File: config.mk
export PLATFORM = sky130hd
export DESIGN_NAME = stepper_motion_ctrl
export DESIGN_NICKNAME = d
export VERILOG_FILES = /design/src/rtl/stepper_motion_ctrl.sv
export SDC_FILE = /design/constraint.sdc
export NUM_CORES = 1
export LEC_CHECK = 0
export ABC_CLOCK_PERIOD_IN_PS = 2800
export CORE_MARGIN = 3
export CORE_UTILIZATION = 51
export CTS_CLUSTER_DIAMETER = 120
export DETAILED_ROUTE_END_ITERATION = 8
export PLACE_DENSITY = 0.87
export RECOVER_POWER = 50
export SYNTH_ARGS = -nofsm -noshare
export SYNTH_HDL_FRONTEND = slang
export SYNTH_SLANG_ARGS = --single-unit
File: constraint.sdc
create_clock -name clk -period 2.8 [get_ports clk]
set_clock_uncertainty 0.05 [all_clocks]
set_input_delay 0.42 -clock clk [delete_from_list [all_inputs] [get_ports clk]]
set_output_delay 0.42 -clock clk [all_outputs]
set_load 0.02 [all_outputs]
File: src/rtl/stepper_motion_ctrl.sv
// Step/direction motion controller: relative moves with travel limits, abort, optional homing.
// Define STEPPER_HOMING_EN to build the HOME state (home_req / limit_lo inputs).
module stepper_motion_ctrl #(
    parameter int unsigned CLK_DIV = 100000,
    parameter int unsigned POS_W   = 16,
    parameter int unsigned MAX_POS = 2000
) (
    input  logic             clk,
    input  logic             rst,
    input  logic             cmd_valid,
    output logic             cmd_ready,
    input  logic             cmd_fwd,
    input  logic [POS_W-1:0] cmd_steps,
    input  logic             abort,
    input  logic             home_req,
    input  logic             limit_lo,
    output logic [1:0]       drv_dir,
    output logic             drv_en,
    output logic             busy,
    output logic             done,
    output logic [POS_W-1:0] position
);
    localparam int unsigned PW = $clog2(CLK_DIV);
    localparam logic [PW-1:0] PRESC_LAST = PW'(CLK_DIV - 1);
    localparam logic [POS_W-1:0] POS_MAX = POS_W'(MAX_POS);

`ifdef STEPPER_HOMING_EN
    typedef enum logic [1:0] {StIdle, StMove, StHome} state_t;
`else
    typedef enum logic [0:0] {StIdle, StMove} state_t;
`endif

    state_t           r_state, w_state_nxt;
    logic             r_fwd, w_fwd_nxt;
    logic [POS_W-1:0] r_count, w_count_nxt;
    logic [PW-1:0]    r_presc, w_presc_nxt;
    logic [POS_W-1:0] r_pos, w_pos_nxt;
    logic             r_abort_done, w_abort_done_nxt;
    logic             w_tick, w_step, w_finish, w_at_bound, w_home_go;

`ifdef STEPPER_HOMING_EN
    assign w_home_go = home_req;
`else
    logic w_unused;
    assign w_home_go = 1'b0;
    assign w_unused  = home_req | limit_lo;
`endif

    assign w_tick     = (r_presc == PRESC_LAST);
    assign w_at_bound = r_fwd ? (r_pos >= POS_MAX) : (r_pos == '0);

    always_comb begin
        w_state_nxt      = r_state;
        w_fwd_nxt        = r_fwd;
        w_count_nxt      = r_count;
        w_presc_nxt      = r_presc;
        w_pos_nxt        = r_pos;
        w_abort_done_nxt = 1'b0;
        w_step           = 1'b0;
        w_finish         = 1'b0;
        unique case (r_state)
            StIdle: begin
                if (w_home_go) begin
`ifdef STEPPER_HOMING_EN
                    w_state_nxt = StHome;
`endif
                    w_presc_nxt = '0;
                end else if (cmd_valid) begin
                    w_state_nxt = StMove;
                    w_fwd_nxt   = cmd_fwd;
                    w_count_nxt = cmd_steps;
                    w_presc_nxt = '0;
                end
            end
            StMove: begin
                // Abort wins over a coincident tick: no pulse, no position change.
                if (abort) begin
                    w_state_nxt      = StIdle;
                    w_abort_done_nxt = 1'b1;
                end else if (r_count == '0 || w_at_bound) begin
                    w_finish    = 1'b1;
                    w_state_nxt = StIdle;
                end else begin
                    w_presc_nxt = w_tick ? '0 : r_presc + PW'(1);
                    if (w_tick) begin
                        w_step      = 1'b1;
                        w_pos_nxt   = r_fwd ? r_pos + POS_W'(1) : r_pos - POS_W'(1);
                        w_count_nxt = r_count - POS_W'(1);
                    end
                end
            end
`ifdef STEPPER_HOMING_EN
            StHome: begin
                if (abort) begin
                    w_state_nxt      = StIdle;
                    w_abort_done_nxt = 1'b1;
                end else if (limit_lo) begin
                    w_finish    = 1'b1;
                    w_pos_nxt   = '0;
                    w_state_nxt = StIdle;
                end else begin
                    w_presc_nxt = w_tick ? '0 : r_presc + PW'(1);
                    if (w_tick) begin
                        w_step = 1'b1;
                        // Keep pulsing toward the switch but never let position go negative.
                        if (r_pos != '0) begin
                            w_pos_nxt = r_pos - POS_W'(1);
                        end
                    end
                end
            end
`endif
            default: w_state_nxt = StIdle;
        endcase
    end

    always_ff @(posedge clk or posedge rst) begin
        if (rst) begin
            r_state      <= StIdle;
            r_fwd        <= 1'b0;
            r_count      <= '0;
            r_presc      <= '0;
            r_pos        <= '0;
            r_abort_done <= 1'b0;
        end else begin
            r_state      <= w_state_nxt;
            r_fwd        <= w_fwd_nxt;
            r_count      <= w_count_nxt;
            r_presc      <= w_presc_nxt;
            r_pos        <= w_pos_nxt;
            r_abort_done <= w_abort_done_nxt;
        end
    end

    always_comb begin
        drv_dir = 2'b00;
        if (r_state == StMove) begin
            drv_dir = r_fwd ? 2'b10 : 2'b01;
        end
`ifdef STEPPER_HOMING_EN
        if (r_state == StHome) begin
            drv_dir = 2'b01;
        end
`endif
    end

    assign cmd_ready = (r_state == StIdle) && !rst;
    assign busy      = (r_state != StIdle);
    assign drv_en    = w_step;
    assign done      = w_finish | r_abort_done;
    assign position  = r_pos;

endmodule

# ---- Yosys cells after proc, flatten, opt, wreduce, memory -nomap -nowiden
# Cells that the tools add are included.
dict set report classes {
  addsub 4
  magnitude_cmp 1
  eq_ne 5
  n_mux 27
  n_bitwise 4
  n_reduce_logical 9
}
# operator count
set op_table {}
lappend op_table {{$mux W16} 5}
lappend op_table {{$mux W17} 4}
lappend op_table {{$pmux W17 S2} 1}
lappend op_table {{$logic_not A16 Y1} 2}
lappend op_table {{$pmux W16 S2} 1}
lappend op_table {{$sub A16 B1 Y16 const B} 2}
lappend op_table {{$add A17 B1 Y17 const B} 1}
lappend op_table {{$eq A17 B17 Y1 const B} 1}
lappend op_table {{$add A16 B1 Y16 const B} 1}
lappend op_table {{$ge A16 B11 Y1 const B} 1}
lappend op_table {{$mux W1} 13}
lappend op_table {{$reduce_and A4 Y1} 2}
lappend op_table {{$ne A2 B2 Y1 const B} 3}
lappend op_table {{$mux W2} 2}
lappend op_table {{$not A1 Y1} 3}
lappend op_table {{$reduce_and A3 Y1} 1}
lappend op_table {{$ne A2 B1 Y1 const B} 1}
lappend op_table {{$pmux W1 S2} 1}
lappend op_table {{$reduce_and A2 Y1} 1}
lappend op_table {{$logic_and A1 B1 Y1} 1}
lappend op_table {{$logic_not A1 Y1} 1}
lappend op_table {{$logic_or A1 B1 Y1} 1}
lappend op_table {{$or A1 B1 Y1} 1}
dict set report word_totals {
  regBits 52
  input_bits 23
  out_inout_bits 22
}

# ---- Depth between registers and ports, before layout
dict set report logic_depth {
  word_depth 7
  mapped_depth 9
}

# ---- Worst setup path after synthesis
# OpenSTA, ideal clock, no wires.
dict set report synth_timing {
  kind {register to output}
  startpoint {register r_count[3]}
  endpoint {output done}
  t_arrival_ns 2.230
  t_required_ns 2.330
  setup_slack_ns 0.100
  path_stages_with_launch 7
  n_path_buf 1
  path_cell_list {dfrtp_1 > or4_1 > buf_2 > or4_4 > o32ai_4 > o21ai_0 > nand2b_1}
}
dict set report synth_via {
  elab_chain_len 6
}
# item line_no
set synth_rtl {}
lappend synth_rtl {{start: declaration} 35} ;# logic [POS_W-1:0] r_count, w_count_nxt;
lappend synth_rtl {{start signal: assignment} 128} ;# r_count <= w_count_nxt;
lappend synth_rtl {{$logic_not A16 Y1} 80} ;# end else if (r_count == '0 || w_at_bound) begin
lappend synth_rtl {{$logic_or A1 B1 Y1} 80}
lappend synth_rtl {{$mux W1} 80}
lappend synth_rtl {{$mux W1} 77} ;# if (abort) begin
lappend synth_rtl {{$mux W1} 61} ;# unique case (r_state)
lappend synth_rtl {{$or A1 B1 Y1} 150} ;# assign done = w_finish | r_abort_done;
lappend synth_rtl {{end: declaration} 20} ;# output logic done,
# Every way passes these cells.

# ---- Final worst setup path
dict set report layout_timing {
  startpoint {register r_count[3]}
  endpoint {output drv_en}
}
dict set report layout_via {
  elab_chain_len 5
}
# item line_no
set layout_rtl {}
lappend layout_rtl {{$logic_not A16 Y1} 80}
lappend layout_rtl {{$logic_or A1 B1 Y1} 80}
lappend layout_rtl {{$mux W1} 80}
lappend layout_rtl {{$mux W1} 77}
lappend layout_rtl {{$mux W1} 61}
lappend layout_rtl {{end: declaration} 18} ;# output logic drv_en,
# Every way passes these cells.

==> run_results.csv <==
group,metric,value,unit
outcome,status,"finished with violations",
outcome,violations,"setup timing",
sta,slew_violations,0,
routing,via_per_inst,6.462,
logic_synthesis,synthesis.area,3541,um^2
logic_synthesis,synth_xor_xnor_area_share,0.04452,
cts,cts.path.max_buffers,2,
logic_synthesis,ys.flop_type,"dfrtp_1",
sta,clock.fmax,0.3490,GHz
routing,avgRoutedWirePerCell,17.83,um
worst_setup_path,endpoint_kind,"output port",
hold_path,hp-class,"flip-flop to flip-flop",
routing,antenna_left,0,
final_layout,final_area,4403,um^2
logic_synthesis,synth_common_cells,"dfrtp_1, nand2_1, o21ai_0, nor2_1, a21oi_1",
place,gp_congestion,0.8694,
die,die_w,89.33,um
global_route,antenna_found_initial,0,
logic_synthesis,yosys.area_share.simple,0.2173,
power,p_per_area,516.8,nW/um^2
die,start_util,0.5421,
cts,clkTransAtPathRegs,0.10,ns
global_route,grt_pass1_vias,3329,
global_route,grt_usage,0.2487,
worst_setup_path,cp_data_arrival_time,2.40,ns
place,postPlaceCellArea,4190,um^2
final_layout,drive_gt1_frac,0.1274,
logic_synthesis,synth_adder_area_share,0.06572,
final_layout,nets,511,
logic_synthesis,synthMostInstantiatedCell,"dfrtp_1",
die,dieHeight,89.33,um
logic_synthesis,yosysWarnings,0,
die,die_area,7979,um^2
cts,cts_made_buffers,5,
cts,clk_latency,0.32,ns
sta,setup_viol,2,
sta,worst_slack,-0.06520,ns
cts,cts_tree,"built",
final_layout,num_antenna_cells,0,
cts,root_buffer,"clkbuf_8",
routing,dr.pass1.iters,5,
final_layout,seq_area,1301,um^2
sta,rsz0062_at_grt,"true",
worst_setup_path,critPathKind,"flip-flop to output port",
place,io_buffers,42,
sta,setup_tns,-0.1041,ns
sta,tightest_slew,1.314,ns
logic_synthesis,synth_edf_count,0,
routing,drt_wl_total,9772,um
flow_run,max_cap_violations,0,
cts,cts.sinks,52,
worst_setup_path,crit_path_start_kind,"flip-flop",
global_route,grt_overflow,0,
worst_setup_path,critPathMaxFanout,3,
sta,whs,0.4770,ns
logic_synthesis,synth_top_family_by_area,"compound AO/OA/AOI/OAI gates",
routing,drt_iter0_markers,357,
power,cellLeakagePower,1.880,nW
logic_synthesis,synth_compound_area_frac,0.2505,
global_route,grt_pass1_wl,15570,um
logic_synthesis,avgSynthCellArea,8.765,um^2
place,hpwl,6783,um
logic_synthesis,synth_mux_area_frac,0.01767,
worst_setup_path,cp.required,2.33,ns
sta,finalHoldViolations,0,
sta,relSlewSlack,0.1240,
final_layout,fillers,499,
logic_synthesis,synth_top_area_share,0.3675,
power,ir_drop,0.0002458,V
cts,postCtsHoldBufs,0,
routing,drc,0,
final_layout,area_growth,24.35,%
sta,finalCriticalPeriod,2.865,ns
die,core_area,6531,um^2
final_layout,multi_input_area,2126,um^2
logic_synthesis,yosysSeqAreaShare,0.3675,
logic_synthesis,synthDistinctLibCells,66,
die,ios,45,
logic_synthesis,synth-seq-cells,52,
logic_synthesis,async_reset_ff_frac,1.000,
logic_synthesis,synth_area_leaders,"dfrtp_1, o21ai_0, ha_1, nand2_1, a21oi_1",
die,std_cell_rows,29,
logic_synthesis,synth_nets,445,
logic_synthesis,netlist_instances,404,
sta,finalCritPeriodShare,1.023,
routing,vias,3541,
global_route,grt_start_max_net_pins,53,
cts,htreeDepth,2,
logic_synthesis,yosysTopAreaCell,"dfrtp_1",
[critical path, stage by stage (launching register included)]
cell and delay [ns]:
dfrtp_1 0.40, or4_4 0.54, or4_4 0.45, o32ai_4 0.25, buf_4 0.16, nor3_4 0.04
nand2_4 0.09, inv_4 0.04, buf_6 0.12
[sequential cells by signal, indices dropped and copies added, names as in the netlist]
name / cells
r_presc: 17
r_fwd: 1
position: 16
busy: 1
r_abort_done: 1
r_count: 16
[per-layer routing]
metal,global-route usage,wire [um]
met3,0.03963,705
met5,0,0
met4,0.08931,248
met2,0.4213,4779
met1,0.3215,4039
[area by class of cell]
class / instances / share of cell area
multi-input cells: 324 / 0.4828
flip-flops and latches: 52 / 0.2955
repair buffers: 73 / 0.1503
well taps: 77 / 0.02188
clock inverters: 3 / 0.02046
clock buffers: 5 / 0.01563
inverters: 14 / 0.01336
[final timing paths]
kind	start	depth (start not counted)	endpoint	slack, ns
min in group asynchronous	rst	3	r_count[14]	0.95
max in group asynchronous	rst	3	position[3]	0.97
setup / recovery	r_count[3]	8	drv_en	-0.07
hold reg to reg	r_presc[1]	2	r_presc[1]	0.48
setup reg to reg	r_count[3]	8	r_presc[7]	0.12
hold / removal	r_presc[1]	2	r_presc[1]	0.48
[repair_timing]
item	in CTS	in global routing
buffers inserted	1	4
resized for setup	12	5
endpoints found under the setup margin	2	14
pin swaps	2	0
[placed cells by master (no fill, tap or decap), types with 8 or more instances in the layout]
master	instances
nand2_1	45
clkdlybuf4s50_1	32
nand2b_1	8
dlygate4sd3_1	8
a21oi_1	30
nor4_1	12
nor2_1	31
o21ai_0	44
inv_1	9
ha_1	17
nand4_1	9
xor2_1	10
buf_4	28
dfrtp_1	52
nand3_1	13
xnor2_1	8
[power breakdown]
| group | switching [W] | internal [W] |
|---|---|---|
| Clock | 0.000262 | 0.000447 |
| Sequential | 0.0000803 | 0.000828 |
| Combinational | 0.000369 | 0.000289 |
[through the flow]
stage	std cells	setup slack, ns	utilization	total power (W)
final	548	-0.06520	0.6741	0.002275
after global routing	548	-0.1320	0.6741	0.002379
after CTS	544	-0.07071	0.6671	0.002235
after detailed placement	535	-0.1839	0.6416	0.001539
after global placement	535	-0.1605	0.6416	0.001504
after floorplan	404	0.1002	-	0.001318
[kinds of logic after synthesis]
kind of cell	after synthesis
xor+xnor	18
flops	52
fa+ha+maj	18
buf+inv	28
simple gates	150
mux	5
compound gates	133
Power figures use the tool's default switching activity.
